<file path="config.mk">
export PLATFORM = sky130hd
export DESIGN_NAME = controller_serial_multi_flat
export DESIGN_NICKNAME = d
export VERILOG_FILES = /design/src/rtl/controller_serial_multi_pkg.sv /design/src/rtl/controller_serial_multi_if.sv /design/src/rtl/controller_serial_multi_tick_gen.sv /design/src/rtl/controller_serial_multi.sv /design/src/flat_wrapper.sv
export SDC_FILE = /design/constraint.sdc
export NUM_CORES = 1
export LEC_CHECK = 0
export ABC_AREA = 1
export CORE_MARGIN = 1.5
export CORE_UTILIZATION = 50
export CTS_CLUSTER_SIZE = 24
export DETAILED_ROUTE_END_ITERATION = 10
export GPL_TIMING_DRIVEN = 0
export PLACE_DENSITY = 0.72
export SLEW_MARGIN = 0
export SYNTH_ARGS = -nofsm -noshare
export SYNTH_HDL_FRONTEND = slang
export SYNTH_HIERARCHICAL = 1
export SYNTH_SLANG_ARGS = --single-unit
export TNS_END_PERCENT = 50
</file>
<file path="constraint.sdc">
create_clock -name clk -period 2.79 [get_ports clk]
set_input_delay 0.4185 -clock clk [delete_from_list [all_inputs] [get_ports clk]]
set_output_delay 0.4185 -clock clk [all_outputs]
set_load 0.02 [all_outputs]
</file>
<file path="src/rtl/controller_serial_multi_pkg.sv">
// Shared types for the multi-pad serial controller reader: FSM states and
// NES button bit positions within one pad's button word.
package controller_pkg;

  typedef enum logic [1:0] {
    IDLE   = 2'd0,
    LATCH  = 2'd1,
    SHIFT  = 2'd2,
    COMMIT = 2'd3
  } ctrl_state_e;

  localparam int BTN_A      = 0;
  localparam int BTN_B      = 1;
  localparam int BTN_SELECT = 2;
  localparam int BTN_START  = 3;
  localparam int BTN_UP     = 4;
  localparam int BTN_DOWN   = 5;
  localparam int BTN_LEFT   = 6;
  localparam int BTN_RIGHT  = 7;

endpackage

</file>
<file path="src/rtl/controller_serial_multi_if.sv">
// Bundle of the poll request, pad wiring and game-side button outputs.
// The controller takes the master view; stimulus/pad models take the slave view.
interface controller_serial_multi_if #(
  parameter int NUM_PADS = 2,
  parameter int NUM_BITS = 8
);
  logic                         start;
  logic                         auto_en;
  logic [NUM_PADS-1:0]          data_in;
  logic                         latch_out;
  logic                         pulse_out;
  logic [NUM_PADS*NUM_BITS-1:0] buttons_out;
  logic [NUM_PADS*NUM_BITS-1:0] pressed_out;
  logic                         valid_out;
  logic                         busy_out;

  modport master (
    input  start, auto_en, data_in,
    output latch_out, pulse_out, buttons_out, pressed_out, valid_out, busy_out
  );

  modport slave (
    output start, auto_en, data_in,
    input  latch_out, pulse_out, buttons_out, pressed_out, valid_out, busy_out
  );
endinterface

</file>
<file path="src/rtl/controller_serial_multi_tick_gen.sv">
// Clock divider: one-cycle tick every HALF_PERIOD enabled cycles, restartable
// from zero through a synchronous clear.
module controller_tick_gen #(
  parameter int HALF_PERIOD = 300
) (
  input  logic clk,
  input  logic rst_n,
  input  logic en,
  input  logic clr,
  output logic tick
);
  localparam int CW = $clog2(HALF_PERIOD);
  localparam logic [CW-1:0] TERM = CW'(HALF_PERIOD - 1);

  logic [CW-1:0] cnt_r;

  // Divider counter, wraps explicitly at the terminal count
  always_ff @(posedge clk) begin
    if (!rst_n) begin
      cnt_r <= '0;
    end else if (clr) begin
      cnt_r <= '0;
    end else if (en) begin
      if (cnt_r == TERM) begin
        cnt_r <= '0;
      end else begin
        cnt_r <= cnt_r + CW'(1);
      end
    end else begin
      cnt_r <= cnt_r;
    end
  end

  assign tick = en && !clr && (cnt_r == TERM);
endmodule

</file>
<file path="src/rtl/controller_serial_multi.sv">
// Polls NUM_PADS shift-register gamepads over a shared latch/pulse pair and
// publishes per-frame button words plus newly-pressed flags.
module controller_serial_multi
  import controller_pkg::*;
#(
  parameter int NUM_PADS    = 2,
  parameter int NUM_BITS    = 8,
  parameter int HALF_PERIOD = 300,
  parameter int POLL_TICKS  = 2778
) (
  input  logic clk,
  input  logic rst_n,
  controller_serial_multi_if.master bus
);
  localparam int W      = NUM_PADS * NUM_BITS;
  localparam int IDX_W  = $clog2(NUM_BITS);
  localparam int PCNT_W = $clog2(POLL_TICKS);
  localparam logic [IDX_W-1:0]  LAST_IDX  = IDX_W'(NUM_BITS - 1);
  localparam logic [PCNT_W-1:0] LAST_POLL = PCNT_W'(POLL_TICKS - 1);

  ctrl_state_e state_r, state_s;
  logic        ph_r, ph_s;
  logic [IDX_W-1:0] idx_r;
  logic [NUM_PADS-1:0][NUM_BITS-1:0] shift_r;
  logic        pending_r;
  logic [PCNT_W-1:0] poll_cnt_r;

  logic start_meta_r, start_sync_r, start_prev_r;
  logic [NUM_PADS-1:0] data_meta_r, data_sync_r;

  logic latch_r, pulse_r, valid_r, busy_r;
  logic [W-1:0] buttons_r, pressed_r;

  logic tick_s, auto_tick_s, start_edge_s, auto_wrap_s, busy_s;

  // Two-flop synchronisers for the asynchronous start and pad data lines
  always_ff @(posedge clk) begin
    if (!rst_n) begin
      start_meta_r <= 1'b0;
      start_sync_r <= 1'b0;
      start_prev_r <= 1'b0;
      data_meta_r  <= '0;
      data_sync_r  <= '0;
    end else begin
      start_meta_r <= bus.start;
      start_sync_r <= start_meta_r;
      start_prev_r <= start_sync_r;
      data_meta_r  <= bus.data_in;
      data_sync_r  <= data_meta_r;
    end
  end

  assign start_edge_s = start_sync_r & ~start_prev_r;
  assign busy_s       = (state_r != IDLE);

  controller_tick_gen #(.HALF_PERIOD(HALF_PERIOD)) u_bit_tick (
    .clk   (clk),
    .rst_n (rst_n),
    .en    (busy_s),
    .clr   (state_r == IDLE),
    .tick  (tick_s)
  );

  // The auto timer free-runs independently of polls so spacing stays exact
  controller_tick_gen #(.HALF_PERIOD(HALF_PERIOD)) u_auto_tick (
    .clk   (clk),
    .rst_n (rst_n),
    .en    (bus.auto_en),
    .clr   (!bus.auto_en),
    .tick  (auto_tick_s)
  );

  assign auto_wrap_s = bus.auto_en && auto_tick_s && (poll_cnt_r == LAST_POLL);

  // Auto-poll tick counter, held at zero whenever auto polling is off
  always_ff @(posedge clk) begin
    if (!rst_n) begin
      poll_cnt_r <= '0;
    end else if (!bus.auto_en) begin
      poll_cnt_r <= '0;
    end else if (auto_tick_s) begin
      if (poll_cnt_r == LAST_POLL) begin
        poll_cnt_r <= '0;
      end else begin
        poll_cnt_r <= poll_cnt_r + PCNT_W'(1);
      end
    end else begin
      poll_cnt_r <= poll_cnt_r;
    end
  end

  // Next-state and half-bit phase; each LATCH/SHIFT step spans two ticks
  always_comb begin
    state_s = state_r;
    ph_s    = ph_r;
    case (state_r)
      IDLE: begin
        ph_s = 1'b0;
        if (start_edge_s || pending_r || auto_wrap_s) begin
          state_s = LATCH;
        end else begin
          state_s = IDLE;
        end
      end
      LATCH: begin
        if (tick_s) begin
          ph_s = ~ph_r;
        end else begin
          ph_s = ph_r;
        end
        if (tick_s && ph_r) begin
          state_s = SHIFT;
        end else begin
          state_s = LATCH;
        end
      end
      SHIFT: begin
        if (tick_s) begin
          ph_s = ~ph_r;
        end else begin
          ph_s = ph_r;
        end
        if (tick_s && ph_r && (idx_r == LAST_IDX)) begin
          state_s = COMMIT;
        end else begin
          state_s = SHIFT;
        end
      end
      COMMIT: begin
        ph_s    = 1'b0;
        state_s = IDLE;
      end
      default: begin
        ph_s    = 1'b0;
        state_s = IDLE;
      end
    endcase
  end

  // State, shift datapath and registered outputs derived from the next state
  always_ff @(posedge clk) begin
    if (!rst_n) begin
      state_r   <= IDLE;
      ph_r      <= 1'b0;
      idx_r     <= '0;
      shift_r   <= '0;
      pending_r <= 1'b0;
      latch_r   <= 1'b0;
      pulse_r   <= 1'b0;
      busy_r    <= 1'b0;
      valid_r   <= 1'b0;
      buttons_r <= '0;
      pressed_r <= '0;
    end else begin
      state_r <= state_s;
      ph_r    <= ph_s;

      // Data is active-low on the wire; sample at the close of the low phase
      if ((state_r == SHIFT) && tick_s && !ph_r) begin
        for (int p = 0; p < NUM_PADS; p++) begin
          shift_r[p][idx_r] <= ~data_sync_r[p];
        end
      end else begin
        shift_r <= shift_r;
      end

      if (state_r != SHIFT) begin
        idx_r <= '0;
      end else if (tick_s && ph_r && (idx_r != LAST_IDX)) begin
        idx_r <= idx_r + IDX_W'(1);
      end else begin
        idx_r <= idx_r;
      end

      if ((state_r == IDLE) && (state_s == LATCH)) begin
        pending_r <= 1'b0;
      end else if (busy_s && (start_edge_s || auto_wrap_s)) begin
        pending_r <= 1'b1;
      end else begin
        pending_r <= pending_r;
      end

      latch_r <= (state_s == LATCH);
      pulse_r <= (state_s == SHIFT) && ph_s;
      busy_r  <= (state_s != IDLE);

      if (state_s == COMMIT) begin
        buttons_r <= shift_r;
        pressed_r <= shift_r & ~buttons_r;
        valid_r   <= 1'b1;
      end else begin
        buttons_r <= buttons_r;
        pressed_r <= '0;
        valid_r   <= 1'b0;
      end
    end
  end

  assign bus.latch_out   = latch_r;
  assign bus.pulse_out   = pulse_r;
  assign bus.busy_out    = busy_r;
  assign bus.valid_out   = valid_r;
  assign bus.buttons_out = buttons_r;
  assign bus.pressed_out = pressed_r;
endmodule

</file>
<file path="src/flat_wrapper.sv">
// flat-port wrapper written by rule: the top's interface ports become plain ports
module controller_serial_multi_flat import controller_pkg::*;
#(
  parameter int NUM_PADS    = 2,
  parameter int NUM_BITS    = 8,
  parameter int HALF_PERIOD = 300,
  parameter int POLL_TICKS  = 2778
)
  (clk, rst_n, bus_start, bus_auto_en, bus_data_in, bus_latch_out, bus_pulse_out, bus_buttons_out, bus_pressed_out, bus_valid_out, bus_busy_out);
  controller_serial_multi_if #(.NUM_PADS(NUM_PADS), .NUM_BITS(NUM_BITS)) bus_i ();
  input  logic clk;
  input  logic rst_n;
  input wire logic [$bits(bus_i.start)-1:0] bus_start;
  input wire logic [$bits(bus_i.auto_en)-1:0] bus_auto_en;
  input wire logic [$bits(bus_i.data_in)-1:0] bus_data_in;
  output wire logic [$bits(bus_i.latch_out)-1:0] bus_latch_out;
  output wire logic [$bits(bus_i.pulse_out)-1:0] bus_pulse_out;
  output wire logic [$bits(bus_i.buttons_out)-1:0] bus_buttons_out;
  output wire logic [$bits(bus_i.pressed_out)-1:0] bus_pressed_out;
  output wire logic [$bits(bus_i.valid_out)-1:0] bus_valid_out;
  output wire logic [$bits(bus_i.busy_out)-1:0] bus_busy_out;
  assign bus_i.start = bus_start;
  assign bus_i.auto_en = bus_auto_en;
  assign bus_i.data_in = bus_data_in;
  assign bus_latch_out = bus_i.latch_out;
  assign bus_pulse_out = bus_i.pulse_out;
  assign bus_buttons_out = bus_i.buttons_out;
  assign bus_pressed_out = bus_i.pressed_out;
  assign bus_valid_out = bus_i.valid_out;
  assign bus_busy_out = bus_i.busy_out;
  controller_serial_multi #(.NUM_PADS(NUM_PADS), .NUM_BITS(NUM_BITS), .HALF_PERIOD(HALF_PERIOD), .POLL_TICKS(POLL_TICKS)) u_core (.clk(clk), .rst_n(rst_n), .bus(bus_i));
endmodule
</file>
==> flow_metrics.env <==
export IMPL_number_of_antenna_violations_at_the_first_check_in_global_routing=0
export IMPL_synth_cells=558
export IMPL_numClockSinks=96
export IMPL_layout_cells_most_common_list="nand2_1 (117), inv_1 (97), dfxtp_1 (95), nor2_1 (72), clkdlybuf4s50_1 (41)"
export IMPL_post_synth_cell_area_avg_sq_um=7.61
export IMPL_setup_worst_path_class="flop to flop"
export IMPL_core_region_area_sq_mm=0.00822
export IMPL_layout_core_utilization=0.614
export IMPL_crit_reg2reg_capture="u_core/bus.pressed_out[14]"
export IMPL_share_clk_of_total_power=0.401
export IMPL_ys_warnings_count=6
export IMPL_net_switching_power_w=0.000520
export IMPL_power_share_switching=0.210
export IMPL_report_final_hold_viol_count=0
export IMPL_worstPathMaxFanout=10
export IMPL_detail_route_iter0_violations=125
export IMPL_drt_antenna_violating_nets=0
export IMPL_worstPathCellList="inv_1, ha_2, inv_4, nand2_1, nor2_2, nand3_2, nor2_2, ha_2, inv_1, nand2_1, nand3_4, nand2_4, nor2_8, inv_4, buf_12, nor2_4"
export IMPL_cts_htree_levels=3
export IMPL_timing_worst_slew_pin_value_ns=0.487
export IMPL_clkTransAtPathRegs_ns=0.09
export IMPL_totalPowerFinal_w=0.00248
export IMPL_tritoncts_clock_tree="yes"
export IMPL_final_period_utilization=0.900
export IMPL_route_final_wire_length_microns=7820
export IMPL_setup_slack_ns=0.278
export IMPL_worstSetupEndpoint="u_core/bus.pressed_out[14]"
export IMPL_drcViolationCount=0
export IMPL_wire_length_of_the_first_global_routing_pass_microns=13600
export IMPL_clk_latency_ns=0.35
export IMPL_grt_overflow=0
export IMPL_die_height_microns=95.2
export IMPL_crit_reg2reg_launch="u_core/state_r[0]"
export IMPL_worst_path_max_delay_cell="dfxtp_2"
export IMPL_status="complete, no violations"
export IMPL_final_layout_size_suffix_gt1_frac=0.104
export IMPL_cts_made_buffers=9
export IMPL_min_path_type="flop to flop"
export IMPL_timing_max_cap_violations=0
export IMPL_clockRootBuffer="clkbuf_8"
export IMPL_rrSetupSlack_ns=0.28
export IMPL_place_detailed_instances=704
export IMPL_netlist_cell_type_count=33
export IMPL_worst_vdd_ir_mv=0.279
export IMPL_timing_final_max_slew_violations=0
export IMPL_p_leak_nw=1.94
export IMPL_detail_route_vias_per_cell=4.71
export IMPL_crit_required_ns=3.05
export IMPL_clockBufferDepth=2
export IMPL_floorplan_initialDensity=0.517
export IMPL_wire_per_inst_microns=10.9
export IMPL_design_portCount=42
export IMPL_place_ws_ns=-0.259
export IMPL_max_stage_delay_ns=0.39
export IMPL_critPathCaptureType="flop"
export IMPL_power_density_mw_per_mm2=491
export IMPL_grt_setup_unrepaired="no"
export IMPL_power_frac_seq=0.558
export IMPL_synth_area_sq_mm=0.00425
export IMPL_place_gp_congestion=0.856
export IMPL_first_global_vias=3206
export IMPL_reg2reg_depth=16
export IMPL_yosysSeqAreaShare=0.452
export IMPL_crit_start="u_core/state_r[0]"
export IMPL_die_width_microns=95.2
export IMPL_finClkSkew_ns=0.00806
export IMPL_drt_pre_antenna_iters=6
export IMPL_holdBufCountCts=0
export IMPL_detailroute_via_count=3388
export IMPL_fp_dieArea_sq_mm=0.00906
export IMPL_place_port_buffers=41
export IMPL_power_internal_w=0.00196
export IMPL_syn_nets=574
export IMPL_nNetsFinal=627
export IMPL_diodes=0
export IMPL_synth_seq_cells=96
export IMPL_clock_fmax_mhz=398
export IMPL_layout_min_cycle_time_ns=2.51
export IMPL_fin_cells=720
export IMPL_grt_max_degree=15
export IMPL_hpwl_microns=5870
export IMPL_slew_headroom=0.675
export IMPL_start_kind="flop"
export IMPL_synthToLayoutAreaGrowth_pct=18.8
export IMPL_layout_commonest_cell="nand2_1"
export IMPL_setup_violations=0
export IMPL_grt_util_all_layers=0.190
export IMPL_final_design_area_no_fill_sq_mm=0.00505
export IMPL_placementRows=33
export IMPL_placement_cell_area_sq_mm=0.00479
export IMPL_crit_arrival_ns=2.77
export IMPL_comb_power_share=0.041
-- how the worst min path moves through the flow --
| stage | cells after the start | endpoint | slack, ns | start |
|---|---|---|---|---|
| 6_report | 2 | u_core/data_sync_r[1] | 0.42 | u_core/data_meta_r[1] |
| 2_1_floorplan | 2 | u_core/data_sync_r[0] | 0.39 | u_core/data_meta_r[0] |
| 5_1_grt | 2 | u_core/data_sync_r[1] | 0.44 | u_core/data_meta_r[1] |
| 3_3_place_gp | 2 | u_core/data_sync_r[1] | 0.40 | u_core/data_meta_r[1] |
| 4_1_cts | 2 | u_core/data_sync_r[1] | 0.42 | u_core/data_meta_r[1] |
| 3_5_place_dp | 2 | u_core/start_sync_r | 0.40 | u_core/start_meta_r |
-- registers in the layout, indices dropped and copies added (netlist names), 2 cells and up --
signal,cells
u_core/idx_r,3
u_core/bus.buttons_out,16
u_core/shift_r,16
u_core/u_bit_tick/cnt_r,9
u_core/data_sync_r,2
u_core/u_auto_tick/cnt_r,9
u_core/poll_cnt_r,12
u_core/data_meta_r,2
u_core/state_r,2
u_core/bus.pressed_out,16
-- routing by layer --
layer	vias up	global-route usage	routed length, microns
met5	-	0	0
met4	0	0.0684	113
met3	10	0.0383	267
met2	57	0.310	3540
met1	1487	0.249	3900
li1	1834	-	-
-- worst max-delay path, delay by kind of cell (launching register included) --
kind                       cells  cell delay [ns]
adders and majority gates      2             0.45
and+or+nand+nor                9             1.02
buffers and inverters          5             0.54
DFF                            1             0.39
-- final cells by class --
type                            instances  area, sq um
Fill cell                             744         3170
Tap cell                              105          131
Sequential cell                        96         1920
Inverter                              103          392
Clock inverter                          3         65.1
Timing Repair Buffer                   42          418
Clock buffer                           12          155
Buffer                                 11         70.1
Multi-Input combinational cell        348         1890
-- logic make-up after synthesis --
| family | after synthesis | share of synthesized area |
|---|---|---|
| flip-flops | 96 | 0.452 |
| AND/OR/NAND/NOR | 272 | 0.317 |
| AO/OA/AOI/OAI | 54 | 0.0692 |
| adder cells (fa/ha/maj) | 10 | 0.0294 |
| XOR/XNOR | 12 | 0.0247 |
| buffers and inverters | 114 | 0.107 |
-- through the flow --
| stage | hold slack [ns] | setup TNS (ns) |
|---|---|---|
| floorplan | 0.390 | 0 |
| global placement | 0.395 | -2.81 |
| detailed placement | 0.403 | -5.30 |
| CTS | 0.424 | 0 |
| global route | 0.445 | 0 |
| finish | 0.421 | 0 |
-- cells in the mapped netlist, drive strengths merged --
cell	instances	area, sq um
o21a	1	7.51
xnor2	2	17.5
xor2	10	87.6
nand2	121	469
dfxtp	96	1920
nor3b	2	15.0
or2	2	12.5
nor2	91	473
a21oi	31	155
nand3	27	190
ha	10	125
nor3	4	20.0
buf	5	45.0
nand3b	3	22.5
clkbuf	6	22.5
a211oi	4	30.0
nand4	22	144
o21ai	18	101
inv	103	389
-- power by group through the flow --
stage | Sequential, W | Clock [W] | Combinational (W)
detailed placement | 0.00141 | 0 | 0.0000982
CTS | 0.00138 | 0.00102 | 0.000101
finish | 0.00138 | 0.000994 | 0.000102
global placement | 0.00141 | 0 | 0.0000968
floorplan | 0.00142 | 0 | 0.0000639
global route | 0.00138 | 0.00107 | 0.000114
-- timing repair --
action,in CTS,in global routing
endpoints found under the setup margin,35,31
endpoints found under the hold margin,0,0
gates resized for setup,6,5
buffers inserted,0,1
No activity file was read; power rests on OpenSTA's default activity.
